## config.mk

```make
export PLATFORM = sky130hd
export DESIGN_NAME = chunked_seq_adder
export DESIGN_NICKNAME = d
export VERILOG_FILES = /design/src/rtl/chunked_seq_adder.sv
export SDC_FILE = /design/constraint.sdc
export NUM_CORES = 1
export LEC_CHECK = 0
export ABC_AREA = 1
export CAP_MARGIN = 20
export CORE_ASPECT_RATIO = 1.1
export CORE_MARGIN = 4
export CORE_UTILIZATION = 40
export CTS_CLUSTER_DIAMETER = 30
export DETAILED_ROUTE_END_ITERATION = 10
export MAX_ROUTING_LAYER = met4
export PLACE_DENSITY = 0.7
export SYNTH_ARGS = -nofsm -noshare
export SYNTH_HDL_FRONTEND = slang
export SYNTH_SLANG_ARGS = --single-unit
```

## constraint.sdc

```tcl
create_clock -name clk -period 2.58 [get_ports clk]
set_clock_uncertainty 0.1 [all_clocks]
set_input_delay 0.258 -clock clk [delete_from_list [all_inputs] [get_ports clk]]
set_output_delay 0.258 -clock clk [all_outputs]
set_load 0.03 [all_outputs]
```

## src/rtl/chunked_seq_adder.sv

```systemverilog
// ============================================================================
// Module      : chunked_seq_adder
// Description : Multi-cycle WIDTH-bit adder/subtractor. One CHUNK-bit slice
//               is summed per clock, least significant slice first, with the
//               inter-slice carry held in a register. Operands enter through a
//               valid/ready handshake and the result is held until accepted.
//               Optional zero flag output Z: define CHUNKED_SEQ_ADDER_ZERO_EN.
// Revision    : 1.0 - initial parametrised release
// ============================================================================
`default_nettype none

module chunked_seq_adder #(
   parameter int WIDTH = 8,
   parameter int CHUNK = 4
) (
   input  logic             clk,
   input  logic             rst_n,
   input  logic             in_valid,
   output logic             in_ready,
   input  logic [0:WIDTH-1] A,
   input  logic [0:WIDTH-1] B,
   input  logic             Ci,
   input  logic             sub,
   output logic             out_valid,
   input  logic             out_ready,
   output logic [0:WIDTH-1] S,
   output logic             Co,
   output logic             ovf
`ifdef CHUNKED_SEQ_ADDER_ZERO_EN
   ,
   output logic             Z
`endif
);

   localparam int c_nchunk = WIDTH / CHUNK;
   localparam int c_cw     = (c_nchunk > 1) ? $clog2(c_nchunk) : 1;
   localparam logic [c_cw-1:0] c_last = c_cw'(c_nchunk - 1);

   // Reject geometries where the operand does not split into whole slices.
   generate
      if ((CHUNK < 1) || ((WIDTH % CHUNK) != 0)) begin : g_bad_geometry
         $error("chunked_seq_adder: WIDTH must be a non-zero multiple of CHUNK");
      end
   endgenerate

   typedef enum logic [1:0] {
      IDLE = 2'd0,
      RUN  = 2'd1,
      DONE = 2'd2
   } state_t;

   state_t            r_state;
   state_t            w_next;

   logic [0:WIDTH-1]  r_a;
   logic [0:WIDTH-1]  r_b;        // already inverted for subtraction
   logic              r_c;        // carry between slices
   logic [c_cw-1:0]   r_cnt;      // slice index, 0 = least significant
   logic [0:WIDTH-1]  r_s;
   logic              r_co;
   logic              r_ovf;

   logic [CHUNK-1:0]  w_a_sl;
   logic [CHUNK-1:0]  w_b_sl;
   logic [CHUNK:0]    w_sum;
   logic              w_c_msb;    // carry into the top bit of this slice
   logic              w_last;

`ifdef CHUNKED_SEQ_ADDER_ZERO_EN
   logic              r_zacc;     // all slices so far summed to zero
   logic              r_z;
`endif

   assign in_ready  = (r_state == IDLE);
   assign out_valid = (r_state == DONE);
   assign S         = r_s;
   assign Co        = r_co;
   assign ovf       = r_ovf;
`ifdef CHUNKED_SEQ_ADDER_ZERO_EN
   assign Z         = r_z;
`endif

   // Select the current slice of both operands (bit 0 is the MSB, so slice k
   // starts at WIDTH-CHUNK*(k+1)).
   always_comb begin
      w_a_sl = '0;
      w_b_sl = '0;
      for (int k = 0; k < c_nchunk; k++) begin
         if (r_cnt == c_cw'(k)) begin
            w_a_sl = r_a[WIDTH-CHUNK*(k+1) +: CHUNK];
            w_b_sl = r_b[WIDTH-CHUNK*(k+1) +: CHUNK];
         end
      end
   end

   // Slice adder; the MSB carry-in is recovered from the sum bit.
   assign w_sum   = {1'b0, w_a_sl} + {1'b0, w_b_sl} + {{CHUNK{1'b0}}, r_c};
   assign w_c_msb = w_sum[CHUNK-1] ^ w_a_sl[CHUNK-1] ^ w_b_sl[CHUNK-1];
   assign w_last  = (r_cnt == c_last);

   // State register.
   always_ff @(posedge clk or negedge rst_n) begin
      if (!rst_n) begin
         r_state <= IDLE;
      end else begin
         r_state <= w_next;
      end
   end

   // Next-state logic.
   always_comb begin
      w_next = r_state;
      case (r_state)
         IDLE:    if (in_valid)  w_next = RUN;
         RUN:     if (w_last)    w_next = DONE;
         DONE:    if (out_ready) w_next = IDLE;
         default: w_next = IDLE;
      endcase
   end

   // Operand capture and slice-by-slice accumulation of the result.
   always_ff @(posedge clk or negedge rst_n) begin
      if (!rst_n) begin
         r_a    <= '0;
         r_b    <= '0;
         r_c    <= 1'b0;
         r_cnt  <= '0;
         r_s    <= '0;
         r_co   <= 1'b0;
         r_ovf  <= 1'b0;
`ifdef CHUNKED_SEQ_ADDER_ZERO_EN
         r_zacc <= 1'b0;
         r_z    <= 1'b0;
`endif
      end else begin
         if ((r_state == IDLE) && in_valid) begin
            r_a    <= A;
            r_b    <= B ^ {WIDTH{sub}};
            r_c    <= Ci ^ sub;
            r_cnt  <= '0;
`ifdef CHUNKED_SEQ_ADDER_ZERO_EN
            r_zacc <= 1'b1;
`endif
         end else if (r_state == RUN) begin
            r_c   <= w_sum[CHUNK];
            r_cnt <= r_cnt + c_cw'(1);
            for (int k = 0; k < c_nchunk; k++) begin
               if (r_cnt == c_cw'(k)) begin
                  r_s[WIDTH-CHUNK*(k+1) +: CHUNK] <= w_sum[CHUNK-1:0];
               end
            end
`ifdef CHUNKED_SEQ_ADDER_ZERO_EN
            r_zacc <= r_zacc & (w_sum[CHUNK-1:0] == '0);
`endif
            if (w_last) begin
               r_co  <= w_sum[CHUNK];
               r_ovf <= w_c_msb ^ w_sum[CHUNK];
`ifdef CHUNKED_SEQ_ADDER_ZERO_EN
               r_z   <= r_zacc & (w_sum[CHUNK-1:0] == '0);
`endif
            end
         end
      end
   end

endmodule

`default_nettype wire

```

### Word level (Yosys, flattened, before mapping)

Cells that the tools add are included.

* input port bits: 22
* logic and storage cells: 40
* bits in registers: 30
* output and inout port bits: 12

* add/subtract/negate cells: 3
* eq/ne operators: 5
* reductions and logical operators: 6
* bitwise operators: 7
* mux-type cells: 10

Operators with widths (count)
* AND reduction 3 bit: 3
* two-way mux 4 bit: 2
* bitwise XOR 8 bit: 1
* two-way mux 2 bit: 3
* one-hot mux 2 bit (3 select lines): 1
* adder 4 x 4 -> 5 bit: 1
* adder 5 x 1 -> 5 bit: 1
* two-way mux 1 bit: 4
* != test 2 bit (second input constant): 2
* bitwise XOR 1 bit: 4
* equality test 2 x 1 -> 1 bit (second input constant): 1
* equality test 2 bit (second input constant): 1
* zero test 2 bit: 1
* != test 2 x 1 -> 1 bit (second input constant): 1
* inverter 1 bit: 2
* nonzero test 2 bit: 1
* adder 1 bit (second input constant): 1
* logical AND 1 bit: 1

### Longest topological paths before layout

* depth in word-level cells: 6
* gate-level depth with buffers: 13
* depth with buffers taken out: 13

### Least setup slack after synthesis

Ideal clock, no wire load.

* kind: register -> register
* start: register r_cnt
* end: register r_ovf, in the netlist ovf
* library setup time: 0.122 ns
* clock period less this slack: 2.072 ns
* arrival: 1.850 ns
* path slack: 0.508 ns
* required time: 2.358 ns
* cell stages (with the launch flop): 14
* path buffers: 1
* cell sequence: dfrtp_1 -> buf_6 -> nand2_1 -> nand2_1 -> fa_1 -> inv_1 -> fa_1 -> nand3b_1 -> nand2_1 -> inv_1 -> nand2_1 -> nand2_1 -> nand2_1 -> nand3_2

* cells in the longest elaborated chain, start to end: 6
* elaborated cells on any way between the ends: 8
* those cells by class: add/sub (2); mux (2); bitwise (3); reduce/logical (1)

RTL lines
* start, declared: line 58 `logic [c_cw-1:0] r_cnt;`
* start signal, assigned: line 146 `r_cnt <= r_cnt + c_cw'(1);`
* two-way mux 4 bit: line 89 `if (r_cnt == c_cw'(k)) begin`
* adder 4 x 4 -> 5 bit: line 97 `assign w_sum = {1'b0, w_a_sl} + {1'b0, w_b_sl} + {{CHUNK{1'b0}}, r_c};`
* adder 5 x 1 -> 5 bit: line 97
* bitwise XOR 1 bit (2 in a row): line 98 `assign w_c_msb = w_sum[CHUNK-1] ^ w_a_sl[CHUNK-1] ^ w_b_sl[CHUNK-1];`
* bitwise XOR 1 bit: line 157 `r_ovf <= w_c_msb ^ w_sum[CHUNK];`
* end signal, assigned: line 157
* end, declared: line 61 `logic r_ovf;`

Several ways; a longest one is shown, not always the timed one.
A chain may end at the register's enable or synchronous reset.

### Worst setup path in the final report

Ends and elaborated chain as after synthesis.

==> flow_metrics.env <==
export IMPL_cts_resized_gates=0
export IMPL_peakVddDrop_mv=0.503
export IMPL_routabilityCongestion=0.857
export IMPL_arrival_ns=2.31
export IMPL_p_leak_nw=1.01
export IMPL_core_mm2=0.00377
export IMPL_cp_end_kind="register"
export IMPL_worst_ep_required_time_ns=2.65
export IMPL_fin_setup_tns_ns=0
export IMPL_path_clk_slew_ns=0.06
export IMPL_track_usage=0.155
export IMPL_grt_pass1_wl_mm=5.58
export IMPL_viasPerCell=4.65
export IMPL_dpl_cell_count=266
export IMPL_hp_class="input pin to asynchronous set/reset pin"
export IMPL_worst_path_max_fanout=10
export IMPL_finalSetupViolCount=0
export IMPL_first_pass_iters=4
export IMPL_layout_commonest_cell="nand2_1"
export IMPL_die_area_mm2=0.00510
export IMPL_crit_slowest_cell="dfrtp_1"
export IMPL_worst_setup_path_start_kind="register"
export IMPL_antenna_found_initial=0
export IMPL_place_ws_ns=0.344
export IMPL_setup_ws_ns=0.343
export IMPL_num_vias=1273
export IMPL_start_util=0.426
export IMPL_finalPower_mw=3.02
export IMPL_synth_area_mm2=0.00161
export IMPL_die_width_um=68.5
export IMPL_hold_slack_ns=0.267
export IMPL_ys_types=26
export IMPL_ys_warnings_count=0
export IMPL_numCtsBuffers=5
export IMPL_htree_levels=2
export IMPL_ys_seq_area_frac=0.467
export IMPL_overflow=0
export IMPL_critPathMaxStageDelay_ns=0.44
export IMPL_grt_max_degree=31
export IMPL_syn_nets=213
export IMPL_path_common_cell="nand2_1"
export IMPL_powerDensity_mw_per_mm2=1450
export IMPL_cts_root_buf="clkbuf_8"
export IMPL_ios=34
export IMPL_clockBufferDepth=2
export IMPL_cts_setup_buffers=0
export IMPL_clk_latency_ns=0.28
export IMPL_avgSynthCellArea_um2=8.64
export IMPL_place_hpwl_mm=2.39
export IMPL_post_route_period_util=0.867
export IMPL_synth_seq_cells=30
export IMPL_final_cell_area_mm2=0.00208
export IMPL_n_antenna_cell=0
export IMPL_hold_viol_final=0
export IMPL_routed_wirelength_mm=3.16
export IMPL_slew_violations=0
export IMPL_clock_fmax_mhz=447
export IMPL_crit_chain="inv_2 -> nand2_1 -> nand2_1 -> fa_1 -> inv_1 -> fa_1 -> nand3b_1 -> nand2_1 -> inv_1 -> nand2_1 -> nand2_1 -> nand2_1 -> nand3_2"
export IMPL_drtIter0Drc=40
export IMPL_slew_headroom=0.683
export IMPL_drtAntennaViolNets=0
export IMPL_rsz0062_at_grt="false"
export IMPL_syn_to_final_growth_pct=29.3
export IMPL_rows=23
export IMPL_cts_hold_buf=0
export IMPL_io_buffers=33
export IMPL_worstMarginPinSlew_ns=0.474
export IMPL_final_util=0.551
export IMPL_grt_pass1_vias=1291
export IMPL_fin_crit_ns=2.24
export IMPL_place_area_mm2=0.00197
export IMPL_cap_violations=0
export IMPL_clkSinkCount=30
export IMPL_status="finished clean"
export IMPL_fp_dieH_um=74.5
export IMPL_final_cells=274
export IMPL_final_nets=250
export IMPL_final_cell_mix="nand2_1, clkdlybuf4s50_1, dfrtp_1"
export IMPL_path_class="register to register"
export IMPL_cts_tree="built"
export IMPL_syn_inst=186
export IMPL_drive_gt1_frac=0.134
export IMPL_wl_per_cell_um=11.5
export IMPL_drc=0
## report_power, final
part	switching [mW]	internal [mW]
Clock	0.175	0.284
Combinational	1.02	0.673
Sequential	0.161	0.706
Total	1.36	1.66
## critical path, delay by kind of cell (launching register included)
| family | cells | cell delay (ns) |
|---|---|---|
| AND/OR/NAND/NOR | 8 | 0.66 |
| adder cells (fa/ha/maj) | 2 | 0.63 |
| flip-flops | 1 | 0.44 |
| buffers and inverters | 3 | 0.30 |
## final cells by class
type / count / area [um^2]
multi-input combinational: 135 / 751
timing repair buffer: 35 / 345
clock inverter: 3 / 40.0
inverter: 16 / 60.1
sequential: 30 / 751
clock buffer: 5 / 68.8
fill: 352 / 1690
tap: 50 / 62.6
## routing by layer
| metal | GRT usage | share of wire | vias to the layer above | wire, um |
|---|---|---|---|---|
| met5 | - | 0 | - | 0 |
| met4 | 0.0684 | 0.015 | 0 | 47 |
| met3 | 0.0529 | 0.059 | 5 | 188 |
| met2 | 0.244 | 0.48 | 29 | 1520 |
| met1 | 0.176 | 0.45 | 581 | 1410 |
| li1 | - | - | 658 | - |
## cells in the mapped netlist (all sizes together)
master,n,area [um^2]
nand2,78,333
dfrtp,30,751
o21ai,19,95.1
inv,16,60.1
xnor2,10,87.6
nand3,9,62.6
buf,5,46.3
nor2,5,28.8
a21oi,3,15.0
ha,3,37.5
fa,2,40.0
or2,2,12.5
mux2,1,15.0
nand3b,1,7.51
o221ai,1,8.76
o31ai,1,7.51
## flip-flops by register name (all words and copies together) (netlist names)
signal	cells
S	8
r_a	8
r_b	8
r_state	2
Co	1
ovf	1
r_c	1
r_cnt	1
## cell families (layout without fill, tap and decap cells)
logic type      Yosys count  after routing  synth area share
simple gates             95             95             0.276
flops                    30             30             0.467
compound gates           24             24            0.0786
buf+inv                  21             59            0.0661
xor+xnor                 10             10            0.0545
fa+ha+maj                 5              5            0.0483
mux                       1              1           0.00934
## final timing paths
kind	startpoint	endpoint	slack (ns)	cells after the start
setup reg to reg	r_cnt$_DFFE_PN0P_	ovf$_DFFE_PN0P_	0.34	13
setup / recovery	r_cnt$_DFFE_PN0P_	ovf$_DFFE_PN0P_	0.34	13
min in group clk	r_b[1]$_DFFE_PN0P_	r_b[1]$_DFFE_PN0P_	0.38	2
hold / removal	rst_n	S[1]$_DFFE_PN0P_	0.27	2
hold reg to reg	r_b[1]$_DFFE_PN0P_	r_b[1]$_DFFE_PN0P_	0.38	2
max in group asynchronous	rst_n	r_a[5]$_DFFE_PN0P_	1.84	2
(Power assumes the default switching activity.)
